--- src/rtl/axi_stream_dw_downsizer.sv ---
// axi_stream_dw_downsizer: serialises each wide AXI-Stream beat into Ratio narrow subbeats, MS subword first.
// Define AXI_STREAM_DW_DOWNSIZER_KEEP_TRIM_EN to drop trailing all-zero-keep subwords on last beats.
module axi_stream_dw_downsizer #(
    parameter int DataWidthIn  = 32,
    parameter int DataWidthOut = 8,
    parameter int IdWidth      = 0,
    parameter int DestWidth    = 0,
    parameter int UserWidth    = 0
) (
    input  logic                                  clk_i,
    input  logic                                  rst_i,
    input  logic                                  in_tvalid_i,
    output logic                                  in_tready_o,
    input  logic [DataWidthIn-1:0]                in_tdata_i,
    input  logic [DataWidthIn/8-1:0]              in_tstrb_i,
    input  logic [DataWidthIn/8-1:0]              in_tkeep_i,
    input  logic                                  in_tlast_i,
    input  logic [(IdWidth > 0 ? IdWidth : 1)-1:0]     in_tid_i,
    input  logic [(DestWidth > 0 ? DestWidth : 1)-1:0] in_tdest_i,
    input  logic [(UserWidth > 0 ? UserWidth : 1)-1:0] in_tuser_i,
    output logic                                  out_tvalid_o,
    input  logic                                  out_tready_i,
    output logic [DataWidthOut-1:0]               out_tdata_o,
    output logic [DataWidthOut/8-1:0]             out_tstrb_o,
    output logic [DataWidthOut/8-1:0]             out_tkeep_o,
    output logic                                  out_tlast_o,
    output logic [(IdWidth > 0 ? IdWidth : 1)-1:0]     out_tid_o,
    output logic [(DestWidth > 0 ? DestWidth : 1)-1:0] out_tdest_o,
    output logic [(UserWidth > 0 ? UserWidth : 1)-1:0] out_tuser_o
);
    localparam int Ratio = DataWidthIn / DataWidthOut;
    localparam int BI    = DataWidthIn / 8;
    localparam int SW    = DataWidthOut / 8;
    localparam int CW    = $clog2(Ratio);
    localparam int IW    = IdWidth > 0 ? IdWidth : 1;
    localparam int DW    = DestWidth > 0 ? DestWidth : 1;
    localparam int UW    = UserWidth > 0 ? UserWidth : 1;

    typedef enum logic {EMPTY, SEND} state_e;

    state_e                 state_q, state_d;
    logic [CW-1:0]          idx_q, idx_d;
    logic [DataWidthIn-1:0] data_q, data_d;
    logic [BI-1:0]          strb_q, strb_d, keep_q, keep_d;
    logic                   last_q, last_d;
    logic [IW-1:0]          id_q, id_d;
    logic [DW-1:0]          dest_q, dest_d;
    logic [UW-1:0]          user_q, user_d;
    logic [CW-1:0]          last_idx;
    logic                   full_q, vld, fin, acc;
    logic [DataWidthOut-1:0] sub_data;
    logic [SW-1:0]          sub_strb, sub_keep;

    assign full_q = state_q == SEND;
    assign vld    = full_q && !rst_i;

    always_comb begin
        last_idx = CW'(Ratio - 1);
`ifdef AXI_STREAM_DW_DOWNSIZER_KEEP_TRIM_EN
        // lowest-order subword with any keep bit; subword 0 is always sent
        if (last_q) begin
            last_idx = '0;
            for (int i = 1; i < Ratio; i++)
                if (|keep_q[BI-1-i*SW -: SW]) last_idx = CW'(i);
        end
`endif
    end

    always_comb begin
        sub_data = '0;
        sub_strb = '0;
        sub_keep = '0;
        for (int i = 0; i < Ratio; i++) begin
            if (idx_q == CW'(i)) begin
                sub_data = data_q[DataWidthIn-1-i*DataWidthOut -: DataWidthOut];
                sub_strb = strb_q[BI-1-i*SW -: SW];
                sub_keep = keep_q[BI-1-i*SW -: SW];
            end
        end
    end

    assign fin         = idx_q == last_idx;
    assign in_tready_o = !rst_i && (!full_q || (out_tready_i && fin));
    assign acc         = in_tvalid_i && in_tready_o;

    always_comb begin
        out_tvalid_o = vld;
        out_tdata_o  = vld ? sub_data : '0;
        out_tstrb_o  = vld ? sub_strb : '0;
        out_tkeep_o  = vld ? sub_keep : '0;
        out_tlast_o  = vld && last_q && fin;
        out_tid_o    = vld ? id_q : '0;
        out_tdest_o  = vld ? dest_q : '0;
        out_tuser_o  = vld ? user_q : '0;
    end

    always_comb begin
        state_d = state_q;
        idx_d   = idx_q;
        data_d  = data_q;
        strb_d  = strb_q;
        keep_d  = keep_q;
        last_d  = last_q;
        id_d    = id_q;
        dest_d  = dest_q;
        user_d  = user_q;
        if (full_q && out_tready_i) begin
            idx_d   = fin ? '0 : idx_q + 1'b1;
            state_d = fin ? EMPTY : SEND;
        end
        if (acc) begin
            state_d = SEND;
            idx_d   = '0;
            data_d  = in_tdata_i;
            strb_d  = in_tstrb_i;
            keep_d  = in_tkeep_i;
            last_d  = in_tlast_i;
            id_d    = IdWidth > 0 ? in_tid_i : '0;
            dest_d  = DestWidth > 0 ? in_tdest_i : '0;
            user_d  = UserWidth > 0 ? in_tuser_i : '0;
        end
    end

    always_ff @(posedge clk_i) begin
        if (rst_i) begin
            state_q <= EMPTY;
            idx_q   <= '0;
            data_q  <= '0;
            strb_q  <= '0;
            keep_q  <= '0;
            last_q  <= 1'b0;
            id_q    <= '0;
            dest_q  <= '0;
            user_q  <= '0;
        end else begin
            state_q <= state_d;
            idx_q   <= idx_d;
            data_q  <= data_d;
            strb_q  <= strb_d;
            keep_q  <= keep_d;
            last_q  <= last_d;
            id_q    <= id_d;
            dest_q  <= dest_d;
            user_q  <= user_d;
        end
    end
endmodule

--- config.mk ---
export PLATFORM = sky130hd
export DESIGN_NAME = axi_stream_dw_downsizer
export DESIGN_NICKNAME = d
export VERILOG_FILES = /design/src/rtl/axi_stream_dw_downsizer.sv
export SDC_FILE = /design/constraint.sdc
export NUM_CORES = 1
export LEC_CHECK = 0
export ABC_AREA = 1
export BUFFER_PORTS_ARGS = -buffer_cell sky130_fd_sc_hd__buf_2
export CORE_MARGIN = 1.5
export CORE_UTILIZATION = 46
export DETAILED_ROUTE_END_ITERATION = 8
export PLACE_DENSITY_LB_ADDON = 0.1
export REMOVE_ABC_BUFFERS = 1
export SLEW_MARGIN = 20
export SYNTH_ARGS = -nofsm -noshare
export SYNTH_HDL_FRONTEND = slang
export SYNTH_SLANG_ARGS = --single-unit
--- constraint.sdc ---
create_clock -name clk_i -period 1.5 [get_ports clk_i]
set_clock_uncertainty 0.1 [all_clocks]
set_input_delay 0.3 -clock clk_i [delete_from_list [all_inputs] [get_ports clk_i]]
set_output_delay 0.3 -clock clk_i [all_outputs]
set_load 0.01 [all_outputs]
==> results.yml <==
logic_synthesis:
  post_synth_instance_area_mm2: 0.002185
  yosys.area_share.simple_pct: 36.71
  synth_compound_area_share_pct: 9.450
  yosysMostFrequentCell: "nand3_1"
  synthAdderAreaFrac_pct: 2.291
  synth_top_family_by_area: "simple AND/OR/NAND/NOR gates"
  synth_area_per_cell_um2: 7.163
  synth_mux_area_share_pct: 0
  synth-main-ff-cell: "dfxtp_1"
  synth_cell_types: 23
  synth_top_cells_by_area: "dfxtp_1 (40%), nand3_1 (21%), nand2_1 (13%)"
  synth_common_cells: "nand3_1 (92), nand2_1 (75), dfxtp_1 (44), inv_1 (15), a21oi_1 (13)"
  synth_xor_area_share_pct: 0
  synth_edf_count: 0
  yosys.area.top_type: "dfxtp_1"
  synth-seq-cells: 44
  yosysWarnings: 0
  synth-seq-area-share_pct: 40.32
  syn-instance-count: 305
  synthArstFlopShare_pct: 0
  synth_top_area_share_pct: 40.32
sta:
  hold_viol_final: 0
  worst_slack_ps: -475.2
  hold_slack_ps: 106.7
  rsz0062_at_grt: "true"
  min_period_ps: 1975
  setup_viol: 55
  post-route-period-util_pct: 131.7
  drv_slew: 0
  fmax_ghz: 0.5063
power_and_ir_drop:
  power_frac_comb_pct: 22.6
  clkPwrFrac_pct: 27.9
  p_sw_share_pct: 30.37
  power.static_leakage_nw: 1.535
  switchingPower_mw: 0.8033
  pwr-share-seq_pct: 49.5
  power_density_mw_per_mm2: 787.4
  p_int_mw: 1.842
  peakVddDrop_mv: 0.5399
clock_tree:
  cts.reportedPaths.clkPinSlew_ps: 90
  clk_latency_ps: 300
  root_buffer: "clkbuf_8"
  cts_buffers: 5
  hold_buffers: 0
  cts_max_level: 2
  cts_tree: "yes"
  cts_buffer_depth: 2
  cts_sinks: 44
setup_path:
  worstPathArrival_ps: 1580
  worst-path-max-fanout: 10
  critical_path_class: "flip-flop to output pin"
  end_kind: "output pin"
  r2r_slack_ps: -160
  cp-start-kind: "flip-flop"
  cp.required_ps: 1100
  r2r-start: "idx_q[1]$_SDFFE_PP0P_"
  ff2ff_path_depth: 9
  rr_endpoint: "data_q[6]$_SDFFE_PP0P_"
run:
  maxCapViolations: 0
drt:
  initialDrtViolationCount: 163
  routed_wl_um: 7055
  vias_per_cell: 5.489
  ant_nets: 0
  via_count: 2393
  drc: 0
  detail_route.wl_per_cell_um: 16.18
  detail_route.first_pass.iterations: 4
floorplanning:
  io_pins: 64
  die_h_um: 71.92
  start_util_pct: 48.83
  core_mm2: 0.004474
  fp.dieArea_mm2: 0.005172
  dieWidth_um: 71.92
  rows: 24
place:
  port_buffers: 57
  place.gp.congestion: 0.8214
  hpwl_um: 3641
  dp_cells: 410
hold_path:
  min_to: "data_q[7]$_SDFFE_PP0P_"
  min_from: "in_tdata_i[7]"
  hp-class: "input port to flip-flop"
  hold_depth: 3
grt:
  grt_pass1_wl_um: 9453
  gr-total-overflow: 0
  antenna_found_initial: 0
  grt_pass1_vias: 2098
  grt_max_degree: 43
  grt_usage_pct: 23.34
cells_and_area:
  syn2layout_area_growth_pct: 53.78
  n_fill_cell: 327
  final_nets: 436
  final_layout_size_suffix_gt1_share_pct: 52.08
  antenna_cells: 0
  layout.cells.non_filler: 436
outcome:
  outcome: "finished with violations"
  violations: "setup timing"
-- metrics by stage --
| step | instance area, um^2 | power [mW] | setup TNS, ps | setup WS (ps) | util, % |
|---|---|---|---|---|---|
| 3_5_place_dp | 2564 | 1.715 | -2369 | -218.0 | 57.30 |
| 3_3_place_gp | 2564 | 1.707 | -1871 | -195.6 | 57.30 |
| 2_1_floorplan | 2026 | 1.515 | -15750 | -359.6 | - |
| 6_report | 3359 | 2.645 | -10120 | -475.2 | 75.08 |
| 5_1_grt | 3359 | 2.758 | -12440 | -539.8 | 75.08 |
| 4_1_cts | 2898 | 2.497 | -7523 | -400.7 | 64.77 |
-- layout make-up --
cell class                      count  area (um^2)  share of cell area (%)
Timing Repair Buffer               95        784.5                   23.35
Timing Repair inverter              1        7.507                  0.2235
Multi-Input combinational cell    217         1448                   43.09
Clock inverter                      2        12.51                  0.3724
Clock buffer                        5        68.82                   2.048
Tap cell                           52        65.06                   1.937
Inverter                           20        86.33                   2.570
Sequential cell                    44        887.1                   26.41
-- sequential cells by signal (all words and copies together) (netlist names) --
name    cells
last_q      1
data_q     32
full_q      1
idx_q       2
strb_q      4
keep_q      4
-- worst max-delay path by stage --
| stage | start | endpoint | slack (ps) | depth (start not counted) |
|---|---|---|---|---|
| after global routing | idx_q[0]$_SDFFE_PP0P_ | out_tstrb_o | -540 | 6 |
| after CTS | idx_q[0]$_SDFFE_PP0P_ | out_tdata_o[0] | -400 | 8 |
| final | idx_q[0]$_SDFFE_PP0P_ | out_tstrb_o | -480 | 6 |
| after floorplan | idx_q[0]$_SDFFE_PP0P_ | in_tready_o | -360 | 3 |
| after global placement | idx_q[0]$_SDFFE_PP0P_ | out_tkeep_o | -200 | 5 |
| after detailed placement | idx_q[0]$_SDFFE_PP0P_ | out_tkeep_o | -220 | 5 |
-- per-layer routing --
layer  up-vias  share of wire [%]  GRT usage (%)
li1       1162                  -              -
met1      1134                 44          31.23
met2        79                 49          37.35
met3        18                4.5          4.306
met4         0                2.5          9.434
met5         -                  0              0
-- kinds of logic after synthesis --
kind of cell,count (synthesis)
adder cells (fa/ha/maj),4
AO/OA/AOI/OAI,33
other,1
flip-flops,44
AND/OR/NAND/NOR,177
buffers and inverters,46
-- worst max-delay path: stages, from the launching register on --
cell	delay, ps
dfxtp_4	410
inv_4	70
ha_4	180
buf_8	150
a21oi_1	230
a21oi_2	90
buf_2	140
-- power groups by stage --
stage / sequential [mW] / clock (mW) / combinational, mW
2_1_floorplan: 1.31 / 0 / 0.208
3_3_place_gp: 1.31 / 0 / 0.393
3_5_place_dp: 1.32 / 0 / 0.399
4_1_cts: 1.29 / 0.741 / 0.463
5_1_grt: 1.32 / 0.796 / 0.642
6_report: 1.31 / 0.739 / 0.597
-- timing repair --
| action | CTS | global route |
|---|---|---|
| gates resized for setup | 40 | 76 |
| pin swaps | 5 | 14 |
| endpoints found under the setup margin | 50 | 56 |
| cloned | 3 | 6 |
| buffers inserted | 6 | 5 |
-- cell usage in the layout, fill, tap and decap left out, types with 2 or more instances in the layout --
cell type	count
nand2_1	67
buf_2	55
nand3_2	47
nand3_1	45
dfxtp_1	41
a21oi_2	18
buf_4	17
inv_1	11
buf_6	11
o21ai_1	8
nand2_2	7
clkbuf_8	5
buf_12	5
inv_2	4
ha_4	4
clkbuf_16	4
clkinvlp_4	3
a21oi_1	3
nand2_4	3
nor2_2	3
conb_1	3
o21ai_2	2
clkinv_1	2
nor2_1	2
dfxtp_2	2
buf_8	2
(Power assumes the default switching activity.)
